$ cat src/rtl/msg_schedule.sv
// Message-schedule expander: turns one 512-bit block into W[0..63] over a valid/ready stream.
// Optional serial word loader selected by MSG_SCHEDULE_SERIAL_LOAD_EN.
`timescale 1ns/1ps
module msg_schedule (
    input  logic         clk,
    input  logic         rst_n,
    input  logic         start,
`ifdef MSG_SCHEDULE_SERIAL_LOAD_EN
    input  logic [31:0]  in_word,
    input  logic         in_valid,
    output logic         in_ready,
`else
    input  logic [511:0] block,
`endif
    output logic [31:0]  w,
    output logic [5:0]   w_idx,
    output logic         w_valid,
    input  logic         w_ready,
    output logic         busy,
    output logic         done,
    output logic [1:0]   dbg_state
);

    // Handshake: a word (or input word) transfers on a rising clk edge where valid && ready;
    // valid never drops and the offered data never changes until that transfer happens.
`ifdef MSG_SCHEDULE_SERIAL_LOAD_EN
    typedef enum logic [1:0] {IDLE = 2'd0, RUN = 2'd1, DONE = 2'd2, LOAD = 2'd3} state_t;
`else
    typedef enum logic [1:0] {IDLE = 2'd0, RUN = 2'd1, DONE = 2'd2} state_t;
`endif

    state_t      state_q, state_d;
    logic [31:0] win_q [16];
    logic [31:0] win_d [16];
    logic [5:0]  w_idx_q, w_idx_d;
    logic [31:0] next_word;
`ifdef MSG_SCHEDULE_SERIAL_LOAD_EN
    logic [3:0]  load_cnt_q, load_cnt_d;
`endif

    function automatic logic [31:0] ror(input logic [31:0] x, input int n);
        return (x >> n) | (x << (32 - n));
    endfunction

    function automatic logic [31:0] sigma0(input logic [31:0] x);
        return ror(x, 7) ^ ror(x, 18) ^ (x >> 3);
    endfunction

    function automatic logic [31:0] sigma1(input logic [31:0] x);
        return ror(x, 17) ^ ror(x, 19) ^ (x >> 10);
    endfunction

    always_comb begin
        state_d   = state_q;
        win_d     = win_q;
        w_idx_d   = w_idx_q;
`ifdef MSG_SCHEDULE_SERIAL_LOAD_EN
        load_cnt_d = load_cnt_q;
`endif
        next_word = sigma1(win_q[14]) + win_q[9] + sigma0(win_q[1]) + win_q[0];
        case (state_q)
            IDLE: begin
                if (start) begin
`ifdef MSG_SCHEDULE_SERIAL_LOAD_EN
                    state_d    = LOAD;
                    load_cnt_d = 4'd0;
`else
                    for (int i = 0; i < 16; i++) win_d[i] = block[511 - 32*i -: 32];
                    w_idx_d = 6'd0;
                    state_d = RUN;
`endif
                end
            end
`ifdef MSG_SCHEDULE_SERIAL_LOAD_EN
            LOAD: begin
                // Words shift in at the top, so after 16 of them W[0] sits in win[0].
                if (in_valid) begin
                    for (int i = 0; i < 15; i++) win_d[i] = win_q[i+1];
                    win_d[15]  = in_word;
                    load_cnt_d = load_cnt_q + 4'd1;
                    if (load_cnt_q == 4'd15) begin
                        w_idx_d = 6'd0;
                        state_d = RUN;
                    end
                end
            end
`endif
            RUN: begin
                if (w_ready) begin
                    // Last word: keep window and index so w/w_idx hold W[63] afterwards.
                    if (w_idx_q == 6'd63) begin
                        state_d = DONE;
                    end else begin
                        for (int i = 0; i < 15; i++) win_d[i] = win_q[i+1];
                        win_d[15] = next_word;
                        w_idx_d   = w_idx_q + 6'd1;
                    end
                end
            end
            DONE:    state_d = IDLE;
            default: state_d = IDLE;
        endcase
    end

    always_ff @(posedge clk or negedge rst_n) begin
        if (!rst_n) begin
            state_q <= IDLE;
            w_idx_q <= 6'd0;
            for (int i = 0; i < 16; i++) win_q[i] <= 32'd0;
`ifdef MSG_SCHEDULE_SERIAL_LOAD_EN
            load_cnt_q <= 4'd0;
`endif
        end else begin
            state_q <= state_d;
            w_idx_q <= w_idx_d;
            for (int i = 0; i < 16; i++) win_q[i] <= win_d[i];
`ifdef MSG_SCHEDULE_SERIAL_LOAD_EN
            load_cnt_q <= load_cnt_d;
`endif
        end
    end

    assign w         = win_q[0];
    assign w_idx     = w_idx_q;
    assign w_valid   = (state_q == RUN);
    assign busy      = (state_q != IDLE);
    assign done      = (state_q == DONE);
    assign dbg_state = state_q;
`ifdef MSG_SCHEDULE_SERIAL_LOAD_EN
    assign in_ready  = (state_q == LOAD);
`endif

endmodule
$ cat config.mk
export PLATFORM = sky130hd
export DESIGN_NAME = msg_schedule
export DESIGN_NICKNAME = d
export VERILOG_FILES = /design/src/rtl/msg_schedule.sv
export SDC_FILE = /design/constraint.sdc
export NUM_CORES = 2
export LEC_CHECK = 0
export ABC_CLOCK_PERIOD_IN_PS = 4750
export CAP_MARGIN = 20
export CORE_ASPECT_RATIO = 0.75
export CORE_MARGIN = 3
export CORE_UTILIZATION = 53
export DETAILED_ROUTE_END_ITERATION = 10
export PLACE_DENSITY_LB_ADDON = 0.25
export SYNTH_ARGS = -nofsm -noshare
export SYNTH_HDL_FRONTEND = slang
export SYNTH_SLANG_ARGS = --single-unit
$ cat constraint.sdc
create_clock -name clk -period 4.75 [get_ports clk]
set_clock_uncertainty 0.2 [all_clocks]
set_input_delay 0.7125 -clock clk [delete_from_list [all_inputs] [get_ports clk]]
set_output_delay 0.7125 -clock clk [all_outputs]
set_load 0.02 [all_outputs]
Word-level counts from Yosys, hierarchy flattened --
Index checks and enable logic that the tools add are counted.
Storage, ports and cells: flip-flop bits (word level) 520, input bits 516, logic and storage cells 54
Operators by class: add/sub/neg operators 4, eq/ne operators 7, muxes and demuxes 12, bitwise operators 8, reductions and logical operators 5
Operators with widths (number):
- $mux W512 | 3
- $pmux W512 S2 | 1
- $add A32 B32 Y32 | 3
- $xor A32 B32 Y32 | 2
- $or A13 B32 Y32 | 1
- $or A14 B32 Y32 | 1
- $or A15 B32 Y32 | 1
- $or A25 B32 Y32 | 1
- $xor A32 B22 Y32 | 1
- $xor A32 B29 Y32 | 1
- $mux W6 | 3
- $pmux W6 S2 | 1
- $add A6 B1 Y6 const B | 1
- $eq A6 B6 Y1 const B | 1
- $mux W2 | 3
- $ne A2 B1 Y1 const B | 2
- $ne A2 B2 Y1 const B | 2
- $pmux W2 S2 | 1
- $reduce_and A4 Y1 | 1
- $reduce_bool A2 Y1 | 2
- $reduce_and A3 Y1 | 1
- $eq A2 B1 Y1 const B | 1
- $eq A2 B2 Y1 const B | 1
- $logic_not A2 Y1 | 1

Logic depth before layout (Yosys ltp) --
depth after elaboration 9, depth in mapped cells 16, gate-level depth less buffers 15

Least setup slack after synthesis --
OpenSTA, ideal clock, no wires.
kind register -> register, start point register win_q[50] in the netlist's numbering, end point register win_q[29] in the netlist's numbering, library setup time 129 ps, data arrival time 3524 ps, required time 4421 ps, path slack 897 ps, stages on the path, launching flop included 17, path buffers 1, clock period less this slack 3853 ps, path through dfrtp_1 > clkbuf_1 > xor2_1 > xnor2_1 > fa_1 > inv_1 > fa_1 > ha_1 > fa_1 > a21oi_1 > o211ai_2 > a21oi_2 > o21ai_1 > a21oi_2 > o31ai_1 > xnor2_1 > o21ai_1
Between the ends: word-level cells in the longest chain between the ends 9
RTL lines:
- from (decl) | RTL line 33 | logic [31:0] win_q [16];
- $or A15 B32 Y32 | RTL line 42 | return (x >> n) | (x << (32 - n));
- $xor A32 B32 Y32 | RTL line 50 | return ror(x, 17) ^ ror(x, 19) ^ (x >> 10);
- $xor A32 B22 Y32 * | RTL line 50
- $add A32 B32 Y32 * (3 in a row) | RTL line 60 | next_word = sigma1(win_q[14]) + win_q[9] + sigma0(win_q[1]) + win_q[0];
- $mux W512 * | RTL line 91 | if (w_idx_q == 6'd63) begin
- $mux W512 * | RTL line 89 | if (w_ready) begin
- $pmux W512 S2 * | RTL line 61 | case (state_q)
Every way passes the cells marked *; elsewhere a longest branch is shown, timed or not. The select of a mux whose other input is x is not followed. A chain may end at the register's enable or synchronous reset.

Worst setup path after layout --
start point register win_q[46] in the netlist's numbering, end point register win_q[10] in the netlist's numbering
Between the ends: word-level cells in the longest chain between the ends 7
RTL lines (RTL line):
- $xor A32 B22 Y32 | 50
- $add A32 B32 Y32 (3 in a row) | 60
- $mux W512 | 91
- $mux W512 | 89
- $pmux W512 S2 | 61
Every way passes these cells. The select of a mux whose other input is x is not followed.

==> results by group <==
Outcome
  • Result of the run: completed

Placement
  • Post-DP HPWL: 77900 um
  • Buffers on Ports: 558
  • GPL Wtd Cong: 1.00
  • Minimum setup slack after placement: 0.401 ns

Floorplan
  • Top-level I/O count: 559
  • Total die area: 55200 sq um
  • Die outline width: 270 um
  • Core box area: 51000 sq um
  • Count of standard-cell rows: 71
  • Die outline height: 204 um
  • Effective utilization at floorplan: 54.4%

Yosys
  • Number of standard cells after synthesis: 3386
  • Post-Synthesis Cell Area: 27800 sq um
  • Primary flip-flop cell chosen by synthesis mapping: sky130_fd_sc_hd__dfrtp_1
  • Number of synthesized flops with an enable pin: 0
  • Warnings from Yosys: 0
  • Number of different library cells in the post-synthesis netlist: 49
  • Synth Register Bits: 520
  • Share of synthesized area occupied by flip-flops and latches: 46.9%
  • Fraction of synthesis flops using an asynchronous set or reset pin: 100%
  • Net Count, Synth: 3996
  • Per-instance average area after synthesis: 8.20 sq um

GRT
  • Largest net degree at the start of global routing: 240
  • First-pass GRT wire length: 151000 um
  • Global-route total usage across every layer: 36.4%
  • Global route total overflow: 0
  • Via count of the first global-routing pass: 24.0k
  • Number of antenna violations at the first check in global routing: 15

Clocking
  • Total clock sinks: 520
  • Maximum buffer depth of the clock tree: 3
  • Setup Buffers After CTS: 0
  • CTS H-tree depth: 2
  • Root buffer cell: sky130_fd_sc_hd__clkbuf_16
  • Number of buffers created by CTS: 51
  • Register clock-pin slew on the reported worst setup and hold paths: 0.07 ns
  • Number of hold buffers added after CTS: 0
  • Clock tree from TritonCTS: done
  • Clock network latency to the later pin of the worst-skew pair: 0.62 ns
  • Number of gates given a new drive strength after cts: 0

Timing
  • Number of failing hold endpoints at the final stage: 0
  • Tightest slew margin relative to the limit: 33.3%
  • Final max-slew violation count: 0
  • Final period util: 93.3%
  • Fmax: 226 MHz
  • Worst Setup Slack, final: 0.319 ns
  • Slew at the pin closest to its max-slew limit: 1.00 ns
  • Final setup violating endpoints: 0
  • Unrepaired setup endpoints after global routing: false
  • Minimum clock period after layout: 4.43 ns
  • Final setup TNS: 0 ns

Worst setup path
  • Critical path arrival: 4.70 ns
  • R2R Setup Slk: 0.32 ns
  • Critical path start-end classification: flop to flop
  • Depth of the worst register-to-register path: 15
  • Required arrival time at the worst endpoint: 5.02 ns
  • CP Capture Type: flop
  • Nature of the critical path startpoint: flop
  • Origin of the critical flop-to-flop path: win_q[46]$_DFFE_PN0P_
  • Crit Path Max Fanout: 5
  • Critical R2R Capture: win_q[10]$_DFFE_PN0P_
  • Worst setup path startpoint: win_q[46]$_DFFE_PN0P_

Routing
  • Via total after detailed routing: 25.5k
  • Drc violations: 0
  • Antenna violation net count after detailed routing: 0
  • WL/cell: 23.0 um
  • Vias per std cell: 5.72
  • Final routed wirelength across all metal layers: 103000 um
  • Drt first pass iters: 6
  • Number of DRC markers in iteration 0: 3239

Power and ir drop
  • Ratio of total power to cell area: 762 nW/um^2
  • Maximum vdd drop: 0.758 mV
  • Standby leakage power: 15.4 nW

Flow run
  • Count of max-cap constraint violations: 0

Finish
  • Multi-input gate area: 12900 sq um
  • Final-layout fill cell count: 4171
  • Share of post-route cells with drive strength above 1: 3.54%
  • Post-layout util: 68.7%
  • Number of nets in the finished design: 4332
  • Synth-to-Final Area Change: 26.2%
  • Flip-flop and latch area: 13000 sq um

Min path
  • Kind of path behind the tightest hold check: input pin to async pin
how the worst max path moves through the flow:
stage                                  endpoint  cells past startpoint  slack, ns
after floorplan           win_q[29]$_DFFE_PN0P_                     16       0.90
after global placement    win_q[10]$_DFFE_PN0P_                     15       0.51
after detailed placement  win_q[10]$_DFFE_PN0P_                     15       0.40
after CTS                 win_q[10]$_DFFE_PN0P_                     15       0.38
after global routing      win_q[10]$_DFFE_PN0P_                     15       0.11
final                     win_q[10]$_DFFE_PN0P_                     15       0.32
cells by family after synthesis:
| group | count (synthesis) | share of synthesized area, % |
|---|---|---|
| compound gates | 631 | 14.3 |
| xor+xnor | 148 | 4.67 |
| fa+ha+maj | 94 | 5.91 |
| buf+inv | 441 | 6.89 |
| flops | 520 | 46.9 |
| mux | 1 | 0.0361 |
| simple gates | 1551 | 21.3 |
sequential cells by signal, indices dropped and copies added, names as in the netlist:
| name | cells |
|---|---|
| w | 32 |
| win_q | 480 |
| dbg_state | 2 |
| w_idx | 6 |
final cells by class:
class                           instances  share of cell area [%]
Multi-Input combinational cell       2425                    36.7
Antenna cell                            9                  0.0643
Tap cell                              693                    2.47
Inverter                              129                    1.40
Clock buffer                           77                    4.38
Timing Repair Buffer                  595                    17.4
Sequential cell                       520                    37.1
Clock inverter                         13                   0.454
Yosys cell counts, drive strengths merged, types with 5 or more instances:
cell type	number	area share, %
a21oi	41	0.78
a22oi	26	0.70
a31oi	484	11
and3	6	0.14
buf	145	2.9
clkbuf	167	2.3
dfrtp	520	47
fa	62	4.5
ha	32	1.4
inv	129	1.7
nand2	1000	14
nand3	10	0.18
nand4	7	0.16
nor2	504	6.8
nor3	6	0.11
o211ai	7	0.23
o21ai	45	0.84
o21bai	7	0.19
o31ai	5	0.14
xnor2	89	2.8
xor2	59	1.9
layout by cell type, fill, tap and decap left out, drive strengths merged, types with 32 or more instances in the layout:
master         netlist  routed
nor2               504     504
o21ai               45      45
a21oi               41      41
xnor2               89      89
fa                  62      62
dfrtp              520     520
ha                  32      32
inv                129     130
clkbuf             167      77
clkdlybuf4s50        0     557
nand2             1000    1000
a31oi              484     484
xor2                59      59
buf                145      38
through the flow:
| step | cells | total power, mW | instance area (sq um) | hold WS [ns] |
|---|---|---|---|---|
| floorplan | 3386 | 16.7 | 27800 | 0.217 |
| global placement | 4362 | 22.2 | 33300 | 0.263 |
| detailed placement | 4362 | 22.2 | 33300 | 0.271 |
| CTS | 4452 | 26.3 | 35000 | 0.0473 |
| global route | 4461 | 28.4 | 35000 | 0.0816 |
| finish | 4461 | 26.7 | 35000 | 0.0163 |
report_power, final:
part | internal (mW) | total (mW) | switching, mW
logic | 6.01 | 15.9 | 9.90
registers | 5.56 | 6.62 | 1.06
clock network | 2.34 | 4.15 | 1.81
total | 13.9 | 26.7 | 12.8
per-layer routing:
metal / part of all wire, % / vias to the layer above / global-route usage (%) / wire length (um)
met3: 10 / 161 / 8.37 / 10600
met1: 42 / 12339 / 52.7 / 43000
met2: 45 / 1259 / 55.3 / 46200
met5: 0.083 / - / 0 / 85
met4: 2.6 / 12 / 10.4 / 2680
li1: - / 11759 / - / -
worst max-delay path, stage by stage (launching register included):
cell and delay [ns]:
sky130_fd_sc_hd__dfrtp_1 0.46, sky130_fd_sc_hd__xor2_1 0.18, sky130_fd_sc_hd__xnor2_1 0.32, sky130_fd_sc_hd__fa_1 0.50, sky130_fd_sc_hd__fa_1 0.49, sky130_fd_sc_hd__inv_1 0.04
sky130_fd_sc_hd__ha_1 0.33, sky130_fd_sc_hd__nand2_1 0.14, sky130_fd_sc_hd__nor3_1 0.08, sky130_fd_sc_hd__o21ai_0 0.31, sky130_fd_sc_hd__nand2_1 0.10, sky130_fd_sc_hd__a21oi_1 0.27
sky130_fd_sc_hd__nor2_1 0.07, sky130_fd_sc_hd__a2111oi_0 0.55, sky130_fd_sc_hd__buf_4 0.22, sky130_fd_sc_hd__o31ai_1 0.06
Power figures use the tool's default switching activity.
